File: config.mk
export PLATFORM = sky130hd
export DESIGN_NAME = dynamixel_status_receiver_flat
export DESIGN_NICKNAME = d
export VERILOG_FILES = /design/src/rtl/dynamixel_status_if.sv /design/src/rtl/dynamixel_status_receiver.sv /design/src/flat_wrapper.sv
export SDC_FILE = /design/constraint.sdc
export NUM_CORES = 1
export LEC_CHECK = 0
export CORE_MARGIN = 5
export CORE_UTILIZATION = 40
export DETAILED_ROUTE_END_ITERATION = 16
export HOLD_SLACK_MARGIN = 0.1
export PLACE_DENSITY_LB_ADDON = 0.2
export SLEW_MARGIN = 20
export SYNTH_ARGS = -nofsm -noshare
export SYNTH_HDL_FRONTEND = slang
export SYNTH_SLANG_ARGS = --single-unit
File: constraint.sdc
create_clock -name clock -period 21.6 [get_ports clock]
set_input_delay 3.24 -clock clock [delete_from_list [all_inputs] [get_ports clock]]
set_output_delay 3.24 -clock clock [all_outputs]
set_load 0.01 [all_outputs]
File: src/rtl/dynamixel_status_if.sv
// Bus-side and result signals of the Dynamixel 2.0 status receiver, plus debug state taps.
// status_valid, crc_error and frame_error are single-cycle strobes with no ready: the consumer must capture results on the strobe cycle.
interface dynamixel_status_if;
    logic        pin;
    logic        enable;
    logic        status_valid;
    logic [7:0]  status_id;
    logic [7:0]  status_error;
    logic [31:0] status_value;
    logic [15:0] param_count;
    logic        crc_error;
    logic        frame_error;
    logic [1:0]  dbg_uart_state;
    logic [3:0]  dbg_parser_state;

    modport master (
        output pin, enable,
        input  status_valid, status_id, status_error, status_value, param_count,
        input  crc_error, frame_error, dbg_uart_state, dbg_parser_state
    );

    modport slave (
        input  pin, enable,
        output status_valid, status_id, status_error, status_value, param_count,
        output crc_error, frame_error, dbg_uart_state, dbg_parser_state
    );
endinterface

File: src/rtl/dynamixel_status_receiver.sv
// Dynamixel 2.0 status packet receiver: 8N1 UART, header/length parser, CRC-16 check.
// Optional byte unstuffing of PARAM data is enabled by defining DYNAMIXEL_RX_UNSTUFF_EN.
module dynamixel_status_receiver #(
    parameter int clocks_per_bit = 3,
    parameter int timeout_bits   = 100
) (
    input  logic               clock,
    input  logic               reset,
    dynamixel_status_if.slave  bus
);
    localparam int half_bit       = clocks_per_bit / 2;
    localparam int timeout_cycles = timeout_bits * clocks_per_bit;
    localparam int bit_cnt_w      = $clog2(clocks_per_bit + 1);
    localparam int tmo_w          = $clog2(timeout_cycles + 1);

    typedef enum logic [1:0] {U_IDLE, U_START, U_DATA, U_STOP} uart_state_t;
    typedef enum logic [3:0] {
        P_HDR1, P_HDR2, P_HDR3, P_RSV, P_ID, P_LEN_L, P_LEN_H,
        P_INST, P_ERR, P_PARAM, P_CRC_L, P_CRC_H
    } parser_state_t;

    function automatic logic [15:0] crc_update(input logic [15:0] crc_in, input logic [7:0] data);
        logic [15:0] c;
        c = crc_in;
        for (int i = 7; i >= 0; i--) begin
            if (c[15] ^ data[i]) c = {c[14:0], 1'b0} ^ 16'h8005;
            else                 c = {c[14:0], 1'b0};
        end
        return c;
    endfunction

    // pin synchronizer; rx_prev gives the falling-edge reference for start detection
    logic sync_0, sync_1, rx_prev;
    always_ff @(posedge clock or posedge reset) begin
        if (reset) begin
            sync_0  <= 1'b1;
            sync_1  <= 1'b1;
            rx_prev <= 1'b1;
        end else begin
            sync_0  <= bus.pin;
            sync_1  <= sync_0;
            rx_prev <= sync_1;
        end
    end

    uart_state_t            u_state, u_next;
    logic [bit_cnt_w-1:0]   bit_cnt;
    logic [2:0]             bit_idx;
    logic [7:0]             shift_reg;
    logic                   half_tick, full_tick, byte_strobe, stop_ok;

    assign half_tick = (bit_cnt == bit_cnt_w'(half_bit - 1));
    assign full_tick = (bit_cnt == bit_cnt_w'(clocks_per_bit - 1));
    assign stop_ok   = sync_1;

    always_comb begin
        u_next      = u_state;
        byte_strobe = 1'b0;
        case (u_state)
            U_IDLE:  if (rx_prev && !sync_1) u_next = U_START;
            U_START: if (half_tick) u_next = sync_1 ? U_IDLE : U_DATA;
            U_DATA:  if (full_tick && bit_idx == 3'd7) u_next = U_STOP;
            U_STOP:  if (full_tick) begin
                         u_next      = U_IDLE;
                         byte_strobe = 1'b1;
                     end
        endcase
        if (!bus.enable) begin
            u_next      = U_IDLE;
            byte_strobe = 1'b0;
        end
    end

    always_ff @(posedge clock or posedge reset) begin
        if (reset) begin
            u_state   <= U_IDLE;
            bit_cnt   <= '0;
            bit_idx   <= '0;
            shift_reg <= '0;
        end else begin
            u_state <= u_next;
            if (u_state == U_IDLE || u_next != u_state || full_tick) bit_cnt <= '0;
            else bit_cnt <= bit_cnt + bit_cnt_w'(1);
            if (u_state == U_START) bit_idx <= '0;
            else if (u_state == U_DATA && full_tick) begin
                bit_idx   <= bit_idx + 3'd1;
                shift_reg <= {sync_1, shift_reg[7:1]};
            end
        end
    end

    parser_state_t   p_state, p_next;
    logic [7:0]      len_low, crc_low, pkt_id, pkt_err;
    logic [15:0]     param_left, work_count, crc_acc;
    logic [31:0]     work_value;
    logic [tmo_w-1:0] tmo_cnt;
    logic            timeout_hit, good_byte, stuffed;
    logic            pulse_valid, pulse_crc, pulse_frame;
    logic            valid_q, crc_err_q, frame_err_q;
    logic [7:0]      out_id, out_err;
    logic [31:0]     out_value;
    logic [15:0]     out_count;

    assign timeout_hit = (tmo_cnt == tmo_w'(timeout_cycles - 1));
    assign good_byte   = byte_strobe && stop_ok;

`ifdef DYNAMIXEL_RX_UNSTUFF_EN
    // last three transmitted bytes, used to spot the FD that follows FF FF FD
    logic [23:0] history;
    assign stuffed = (p_state == P_PARAM) && (shift_reg == 8'hFD) && (history == 24'hFFFFFD);
    always_ff @(posedge clock or posedge reset) begin
        if (reset)          history <= '0;
        else if (good_byte) history <= {history[15:0], shift_reg};
    end
`else
    assign stuffed = 1'b0;
`endif

    always_comb begin
        p_next      = p_state;
        pulse_valid = 1'b0;
        pulse_crc   = 1'b0;
        pulse_frame = 1'b0;
        if (!bus.enable) begin
            p_next = P_HDR1;
        end else if (byte_strobe && !stop_ok) begin
            p_next      = P_HDR1;
            pulse_frame = 1'b1;
        end else if (byte_strobe) begin
            case (p_state)
                P_HDR1:  p_next = (shift_reg == 8'hFF) ? P_HDR2 : P_HDR1;
                P_HDR2:  p_next = (shift_reg == 8'hFF) ? P_HDR3 : P_HDR1;
                P_HDR3:  p_next = (shift_reg == 8'hFD) ? P_RSV :
                                  (shift_reg == 8'hFF) ? P_HDR3 : P_HDR1;
                P_RSV:   p_next = (shift_reg == 8'h00) ? P_ID : P_HDR1;
                P_ID:    p_next = P_LEN_L;
                P_LEN_L: p_next = P_LEN_H;
                P_LEN_H: if ({shift_reg, len_low} < 16'd4) begin
                             p_next      = P_HDR1;
                             pulse_frame = 1'b1;
                         end else p_next = P_INST;
                P_INST:  if (shift_reg == 8'h55) p_next = P_ERR;
                         else begin
                             p_next      = P_HDR1;
                             pulse_frame = 1'b1;
                         end
                P_ERR:   p_next = (param_left == 16'd0) ? P_CRC_L : P_PARAM;
                P_PARAM: p_next = (param_left == 16'd1) ? P_CRC_L : P_PARAM;
                P_CRC_L: p_next = P_CRC_H;
                P_CRC_H: begin
                             p_next = P_HDR1;
                             if ({shift_reg, crc_low} == crc_acc) pulse_valid = 1'b1;
                             else                                 pulse_crc   = 1'b1;
                         end
                default: p_next = P_HDR1;
            endcase
        end else if (p_state != P_HDR1 && timeout_hit) begin
            p_next      = P_HDR1;
            pulse_frame = 1'b1;
        end
    end

    always_ff @(posedge clock or posedge reset) begin
        if (reset) begin
            p_state     <= P_HDR1;
            valid_q     <= 1'b0;
            crc_err_q   <= 1'b0;
            frame_err_q <= 1'b0;
            tmo_cnt     <= '0;
            len_low     <= '0;
            crc_low     <= '0;
            pkt_id      <= '0;
            pkt_err     <= '0;
            param_left  <= '0;
            work_count  <= '0;
            work_value  <= '0;
            crc_acc     <= '0;
            out_id      <= '0;
            out_err     <= '0;
            out_value   <= '0;
            out_count   <= '0;
        end else begin
            p_state     <= p_next;
            valid_q     <= pulse_valid;
            crc_err_q   <= pulse_crc;
            frame_err_q <= pulse_frame;
            if (byte_strobe || p_state == P_HDR1 || !bus.enable || pulse_frame) tmo_cnt <= '0;
            else tmo_cnt <= tmo_cnt + tmo_w'(1);

            if (good_byte) begin
                // CRC restarts on the first FF; a repeated FF in HDR3 re-anchors it on the last FF FF
                case (p_state)
                    P_HDR1:           crc_acc <= crc_update(16'h0000, shift_reg);
                    P_HDR3:           crc_acc <= (shift_reg == 8'hFF) ?
                                          crc_update(crc_update(16'h0000, 8'hFF), 8'hFF) :
                                          crc_update(crc_acc, shift_reg);
                    P_CRC_L, P_CRC_H: ;
                    default:          crc_acc <= crc_update(crc_acc, shift_reg);
                endcase
                case (p_state)
                    P_ID: begin
                        pkt_id     <= shift_reg;
                        work_value <= '0;
                        work_count <= '0;
                    end
                    P_LEN_L: len_low    <= shift_reg;
                    P_LEN_H: param_left <= {shift_reg, len_low} - 16'd4;
                    P_ERR:   pkt_err    <= shift_reg;
                    P_PARAM: begin
                        param_left <= param_left - 16'd1;
                        if (!stuffed) begin
                            work_count <= work_count + 16'd1;
                            case (work_count)
                                16'd0:   work_value[7:0]   <= shift_reg;
                                16'd1:   work_value[15:8]  <= shift_reg;
                                16'd2:   work_value[23:16] <= shift_reg;
                                16'd3:   work_value[31:24] <= shift_reg;
                                default: ;
                            endcase
                        end
                    end
                    P_CRC_L: crc_low <= shift_reg;
                    default: ;
                endcase
            end

            if (pulse_valid) begin
                out_id    <= pkt_id;
                out_err   <= pkt_err;
                out_value <= work_value;
                out_count <= work_count;
            end
        end
    end

    assign bus.status_valid     = valid_q;
    assign bus.crc_error        = crc_err_q;
    assign bus.frame_error      = frame_err_q;
    assign bus.status_id        = out_id;
    assign bus.status_error     = out_err;
    assign bus.status_value     = out_value;
    assign bus.param_count      = out_count;
    assign bus.dbg_uart_state   = u_state;
    assign bus.dbg_parser_state = p_state;
endmodule

File: src/flat_wrapper.sv
// flat-port wrapper written by rule: the top's interface ports become plain ports
module dynamixel_status_receiver_flat 
#(
    parameter int clocks_per_bit = 3,
    parameter int timeout_bits   = 100
)
  (clock, reset, bus_pin, bus_enable, bus_status_valid, bus_status_id, bus_status_error, bus_status_value, bus_param_count, bus_crc_error, bus_frame_error, bus_dbg_uart_state, bus_dbg_parser_state);
  dynamixel_status_if bus_i ();
  input  logic clock;
  input  logic reset;
  input wire logic [$bits(bus_i.pin)-1:0] bus_pin;
  input wire logic [$bits(bus_i.enable)-1:0] bus_enable;
  output wire logic [$bits(bus_i.status_valid)-1:0] bus_status_valid;
  output wire logic [$bits(bus_i.status_id)-1:0] bus_status_id;
  output wire logic [$bits(bus_i.status_error)-1:0] bus_status_error;
  output wire logic [$bits(bus_i.status_value)-1:0] bus_status_value;
  output wire logic [$bits(bus_i.param_count)-1:0] bus_param_count;
  output wire logic [$bits(bus_i.crc_error)-1:0] bus_crc_error;
  output wire logic [$bits(bus_i.frame_error)-1:0] bus_frame_error;
  output wire logic [$bits(bus_i.dbg_uart_state)-1:0] bus_dbg_uart_state;
  output wire logic [$bits(bus_i.dbg_parser_state)-1:0] bus_dbg_parser_state;
  assign bus_i.pin = bus_pin;
  assign bus_i.enable = bus_enable;
  assign bus_status_valid = bus_i.status_valid;
  assign bus_status_id = bus_i.status_id;
  assign bus_status_error = bus_i.status_error;
  assign bus_status_value = bus_i.status_value;
  assign bus_param_count = bus_i.param_count;
  assign bus_crc_error = bus_i.crc_error;
  assign bus_frame_error = bus_i.frame_error;
  assign bus_dbg_uart_state = bus_i.dbg_uart_state;
  assign bus_dbg_parser_state = bus_i.dbg_parser_state;
  dynamixel_status_receiver #(.clocks_per_bit(clocks_per_bit), .timeout_bits(timeout_bits)) u_core (.clock(clock), .reset(reset), .bus(bus_i));
endmodule
==> metrics.txt, run 1 <==
min cycle time layout=roughly 5.6 ns; number of enable flip-flop cells after synthesis=0; ANT nets after route=0; CTS sink cnt=210; kind of end point of the critical path=flip-flop; number of CTS-inserted buffers=24; Finished Core Util=around 48%; asr flop ratio synth=100%; syn avg cell area=11.0 um^2; Resize count post-CTS=0; DIE HEIGHT=approximately 170 um; Layout Nets=just over 1,000; vias in the first global route=7,127; Initial Util=around two fifths; hold wc startpoint=u_core.sync_0$_DFF_PP1_; io pins=just under 80; Max Clk Rate=between 150 and 200 MHz; reg-to-reg slack, setup=18.40 ns; post-route cell area=approximately 12,000 um^2; Synth cell types=69; TritonCTS clock tree=built; RSZ-0062 raised after global routing=no; worst skew pair latency=between 0.5 and 0.6 ns; register area share after synthesis=roughly half; layout cells sized above 1=about an eighth; Max Cap Viol=0; PD cells=roughly 68 nW/um^2; WHS Endpoint=u_core.stop_ok$_DFF_PP1_; fill count=2,317; DR pass1 iterations=5; R2R Path Start=u_core.shift_reg[5]$_DFFE_PP0P_; CP startpoint kind=input port; DIE AREA=between 20,000 and 30,000 um^2; ANT cells=0; initial antenna violation count=0; clock buffer depth=3; PortBufs=76; Vias=between 7,000 and 8,000; Arr. time, crit path=around 6 ns; Final Max Slew Viols=0; flops & latches, synth=210; P&R area growth vs syn=17.1%; Post-Synthesis Cells=between 900 and 1,000; overall power=approximately 0.8 mW; Worst VDD drop=40.9 uV; total grt overflow=0; Worst-Margin Slew=0.997 ns; CP max FO=54; # H-tree levels=1; Final Cycle Share=25.9%; Setup TNS=0 ns; vias per cell=~5.4; Post-CTS Setup Inserts=0; Reg2Reg Depth=6; Placeable Area=approximately 25,000 um^2; hold depth=0; final wirelength=roughly 24,000 um; Mapped Area=just over 10,000 um^2; CTS root buf=clkbuf_16; Setup Skew=0.0180 ns; Max-slew headroom=32.9%; DR iter-0 viols=roughly 450; Post-synth top flop=dfrtp_1; Critical Path RT=between 20 and 25 ns; dpl hpwl=16,000 um; wire per inst=about 18 um; Clock transition at path regs=~0.06 ns; GRT Overall Usage=16.4%; first-pass GRT wire length=roughly 39,000 um; DRC viols=0; outcome=completed; # hold bufs at CTS=0; Die W=around 170 um; GPL Wtd Cong=roughly 0.86; row cnt=58; Ys Warns=0; Hold Crit Class=flip-flop to flip-flop; largest net degree at the start of global routing=between 100 and 150; commonest non-fill, non-tap cell in the layout=dfrtp_1; leading area contributor after synthesis=dfrtp_1; Leakage Power=about 5.3 nW; Worst R2R End=u_core.bus.status_id[7]$_DFFE_PP0P_; Worst Path Class, Setup=input port to flip-flop; final-report hold violation count=0; most frequent cells in the layout=207 x dfrtp_1, 101 x o21ai_0, 77 x nand2_1, 76 x clkdlybuf4s50_1, 63 x nor2_1; share of the synthesized area in the top cell type=between 50 and 60%; syn_nets=965; # setup viols final=0; Placed Area=11,200 um^2; Area contributors post-synth=dfrtp_1 51%, mux2_4 7.2%, o21ai_0 4.9%
[critical path: stages]
cell	delay, ns
clkdlybuf4s50_1	0.56
and4_1	0.23
nand2_1	0.32
nor4_4	0.42
buf_4	0.71
mux2_2	0.41
[power by group]
part	internal, mW	leakage (nW)	switching (mW)
registers	0.395	2.91	0.00164
clock network	0.249	0.393	0.161
logic	0.00264	1.97	0.0103
total	0.646	5.27	0.173
[how the worst max path moves through the flow]
stage,start,endpoint,slack [ns],cells after the start
4_1_cts,bus_enable,u_core.bus.status_value[31]$_DFFE_PP0P_,16.00,6
3_3_place_gp,bus_enable,u_core.bus.status_value[31]$_DFFE_PP0P_,15.54,6
2_1_floorplan,reset,u_core.bit_cnt[0]$_DFF_PP0_,12.63,1
6_report,bus_enable,u_core.bus.status_id[7]$_DFFE_PP0P_,16.01,6
3_5_place_dp,bus_enable,u_core.bus.status_value[31]$_DFFE_PP0P_,15.44,6
5_1_grt,bus_enable,u_core.bus.status_id[7]$_DFFE_PP0P_,15.90,6
[layer usage]
layer  vias to the layer above  GRT usage [%]  share of wire (%)
li1                       3461              -                  -
met1                      3519           23.5                 47
met2                       153           26.4                 46
met3                        38           2.11                4.0
met4                         0           4.27                2.5
met5                         -              0                  0
[cell usage after synthesis, types with 5 or more instances]
library cell and number:
dfrtp_1 207, nor4_1 11, nand4_1 22, a21oi_1 33
xor2_1 19, nand3_1 51, mux2_4 49, inv_1 27
a221oi_1 5, buf_12 5, or4_1 9, xnor2_1 37
nor3_1 10, a22o_1 19, nor2_1 63, buf_2 5
and3_1 9, mux2_2 16, o21ai_0 101, ha_1 26
nand2_1 77, clkbuf_1 40
[area by class of cell]
cell class	instances	area, um^2	share of cell area (%)
Clock buffer	36	706	5.88
Clock inverter	7	98.8	0.823
Inverter	27	109	0.907
Multi-Input combinational cell	643	4590	38.2
Sequential cell	210	5260	43.8
Tap cell	330	413	3.44
Timing Repair Buffer	85	828	6.90
[per-stage QoR]
stage | setup WS [ns] | cells | hold WS, ns
final | 16.01 | 1338 | 0.356
after global routing | 15.90 | 1338 | 0.362
after CTS | 16.00 | 1338 | 0.357
after detailed placement | 15.44 | 1295 | 0.349
after global placement | 15.54 | 1295 | 0.346
after floorplan | 12.63 | 935 | 0.345
[kinds of logic (layout without fill, tap and decap cells)]
kind of cell             Yosys count  count (layout)  synth area share [%]
adder cells (fa/ha/maj)           26              26                  3.17
XOR/XNOR                          63              63                  6.08
multiplexers                      65              65                  8.93
AO/OA/AOI/OAI                    200             200                  12.1
AND/OR/NAND/NOR                  289             289                  14.5
buffers and inverters             82             155                  3.93
flip-flops                       210             210                  51.3
No activity file was read; power rests on OpenSTA's default activity.
==> run 2, diff against run 1 <==
Clock period 21.6 ns to 4.6 ns, I/O delays scaled along.
==> run 2 against run 1 <==
Effect of this change:
- first-iteration DRC count grew 8.6%
- critical endpoint is now u_core.bus.param_count[15]$_DFFE_PP0P_
- register-to-register slack lost 17 ns
- sequential power grew to 4.7 times the previous value
- core utilization grew 0.14 points
- combinational power grew to 5.0 times the previous value
- final cell count grew 0.22%
- power grew to 4.7 times the previous value
- largest cell class unchanged
- clock skew grew 0.0060 ns
- clock power grew to 4.6 times the previous value
- flip-flop and latch count is the same
- wire length shrank 1.3%
- critical path depth is the same
==> metrics.txt, run 2 (synthesis results as in run 1) <==
total grt overflow=0; Setup Skew=around 0.024 ns; wire per inst=around 17 um; GRT met3 Usage=under 10%; commonest non-fill, non-tap cell in the layout=dfrtp_1; PortBufs=76; Setup TNS=0 ns; CP startpoint kind=flip-flop; sequential share of power=a little under 50%; DIE HEIGHT=between 150 and 200 um; Resize count post-CTS=0; PD cells=318 nW/um^2; DRC viols=0; initial antenna violation count=0; Final Cycle Share=around 64%; # setup viols final=0; io pins=77; ANT nets after route=0; Critical Path RT=~5 ns; Max Clk Rate=around 340 MHz; vias in the first global route=7,064; Worst Path Class, Setup=flip-flop to flip-flop; overall power=about 3.8 mW; most frequent cells in the layout=207 x dfrtp_1, 101 x o21ai_0, 77 x nand2_1, 76 x clkdlybuf4s50_1, 63 x nor2_1; Placed Area=roughly 11,000 um^2; ANT cells=0; min cycle time layout=2.96 ns; GPL Wtd Cong=between 0.8 and 0.9; Layout Nets=a little over 1,000; clock buffer depth=3; DR iter-0 viols=490; worst skew pair latency=0.52 ns; # H-tree levels=1; switch share=between 20% and 30%; Reg2Reg Depth=6; Leakage Power=between 5 and 6 nW; vias per cell=about 5.3; Vias=roughly 7,000; final non-filler cell total=around 1,300; P&R area growth vs syn=17.4%; Placeable Area=roughly 25,000 um^2; CP max FO=39; Worst VDD drop=~210 uV; CTS sink cnt=210; largest net degree at the start of global routing=129; Sw Pwr=0.816 mW; reg-to-reg slack, setup=1.64 ns; layout cells sized above 1=about an eighth; row cnt=58; busiest grt layer=met2; hold depth=0; fill count=approximately 2,300; grt met2 use=between 20% and 30%; final wirelength=roughly 23,000 um; Max Cap Viol=0; outcome=completed; WHS Endpoint=u_core.stop_ok$_DFF_PP1_; DR pass1 iterations=5; Worst R2R End=u_core.bus.param_count[15]$_DFFE_PP0P_; DIE AREA=28,900 um^2; Post-CTS Setup Inserts=0; dpl hpwl=between 15,000 and 20,000 um; Final Max Slew Viols=0; Initial Util=40.7%; hold wc startpoint=u_core.sync_0$_DFF_PP1_; Clock transition at path regs=0.06 ns; GR met1 Demand/Resource=a little under a quarter; R2R Path Start=u_core.shift_reg[5]$_DFFE_PP0P_; Worst-Margin Slew=around 0.95 ns; Arr. time, crit path=~3.4 ns; Die W=between 150 and 200 um; first-pass GRT wire length=approximately 40,000 um; TritonCTS clock tree=built; GRT Overall Usage=roughly 16%; combinational power share=under 10%; post-route cell area=between 10,000 and 15,000 um^2; Max-slew headroom=36.1%; kind of end point of the critical path=flip-flop; number of CTS-inserted buffers=24; final-report hold violation count=0; Hold Crit Class=flip-flop to flip-flop; clock share of power=49.7%; Int Power=3.01 mW; CTS root buf=clkbuf_16; RSZ-0062 raised after global routing=no; # hold bufs at CTS=0; placed cell count=approximately 1,300
[run 2: changes by cell type in the layout (fill, tap and decap cells not counted), moves of 2 or more]
cell        delta
clkbuf_1       -2
clkinv_4       +2
clkinvlp_4     +2
clkinv_2       +2
clkbuf_8       -2
buf_12         +2
[run 2: worst max-delay path: stages (launching register included)]
cell and delay, ns:
dfrtp_1 0.54, xnor2_1 0.43, nand4b_1 0.14, or4_4 0.56, nor4_4 0.17, buf_4 0.55
mux2_2 0.40
[run 2: per-stage QoR]
stage	utilization (%)	hold slack, ns	worst slack (ns)
2_1_floorplan	-	0.345	1.18
3_3_place_gp	44.6	0.347	1.33
3_5_place_dp	44.6	0.351	1.26
4_1_cts	47.8	0.356	1.59
5_1_grt	47.8	0.363	1.44
6_report	47.8	0.356	1.64
[run 2: final cells by class]
class	instances	area (um^2)	share of cell area (%)
flip-flops and latches	210	5260	43.7
multi-input cells	643	4590	38.1
repair buffers	87	868	7.21
clock buffers	32	671	5.57
well taps	330	413	3.43
clock inverters	12	134	1.11
inverters	27	105	0.873
[run 2: routing by layer]
layer / vias to the layer above / wire, um / share of wire (%)
met1: 3505 / 11000 / 47
met2: 137 / 10900 / 47
met3: 45 / 969 / 4.2
met4: 0 / 522 / 2.2
li1: 3459 / - / -
met5: - / 0 / 0
[run 2: how the worst max path moves through the flow]
stage	startpoint	endpoint	slack, ns	depth (start not counted)
floorplan	reset	u_core.bit_cnt[0]$_DFF_PP0_	1.18	1
global placement	bus_enable	u_core.bus.status_value[31]$_DFFE_PP0P_	1.33	6
detailed placement	bus_enable	u_core.bus.param_count[15]$_DFFE_PP0P_	1.26	6
CTS	u_core.shift_reg[5]$_DFFE_PP0P_	u_core.bus.param_count[15]$_DFFE_PP0P_	1.59	6
global route	u_core.shift_reg[5]$_DFFE_PP0P_	u_core.bus.param_count[15]$_DFFE_PP0P_	1.44	6
finish	u_core.shift_reg[5]$_DFFE_PP0P_	u_core.bus.param_count[15]$_DFFE_PP0P_	1.64	6
[run 2: power by group through the flow]
stage	clock network (mW)	registers [mW]	logic, mW
floorplan	0	1.89	0.0445
global placement	0	1.89	0.0673
detailed placement	0	1.89	0.0673
CTS	1.95	1.86	0.0675
global route	2.03	1.86	0.0756
finish	1.90	1.86	0.0641
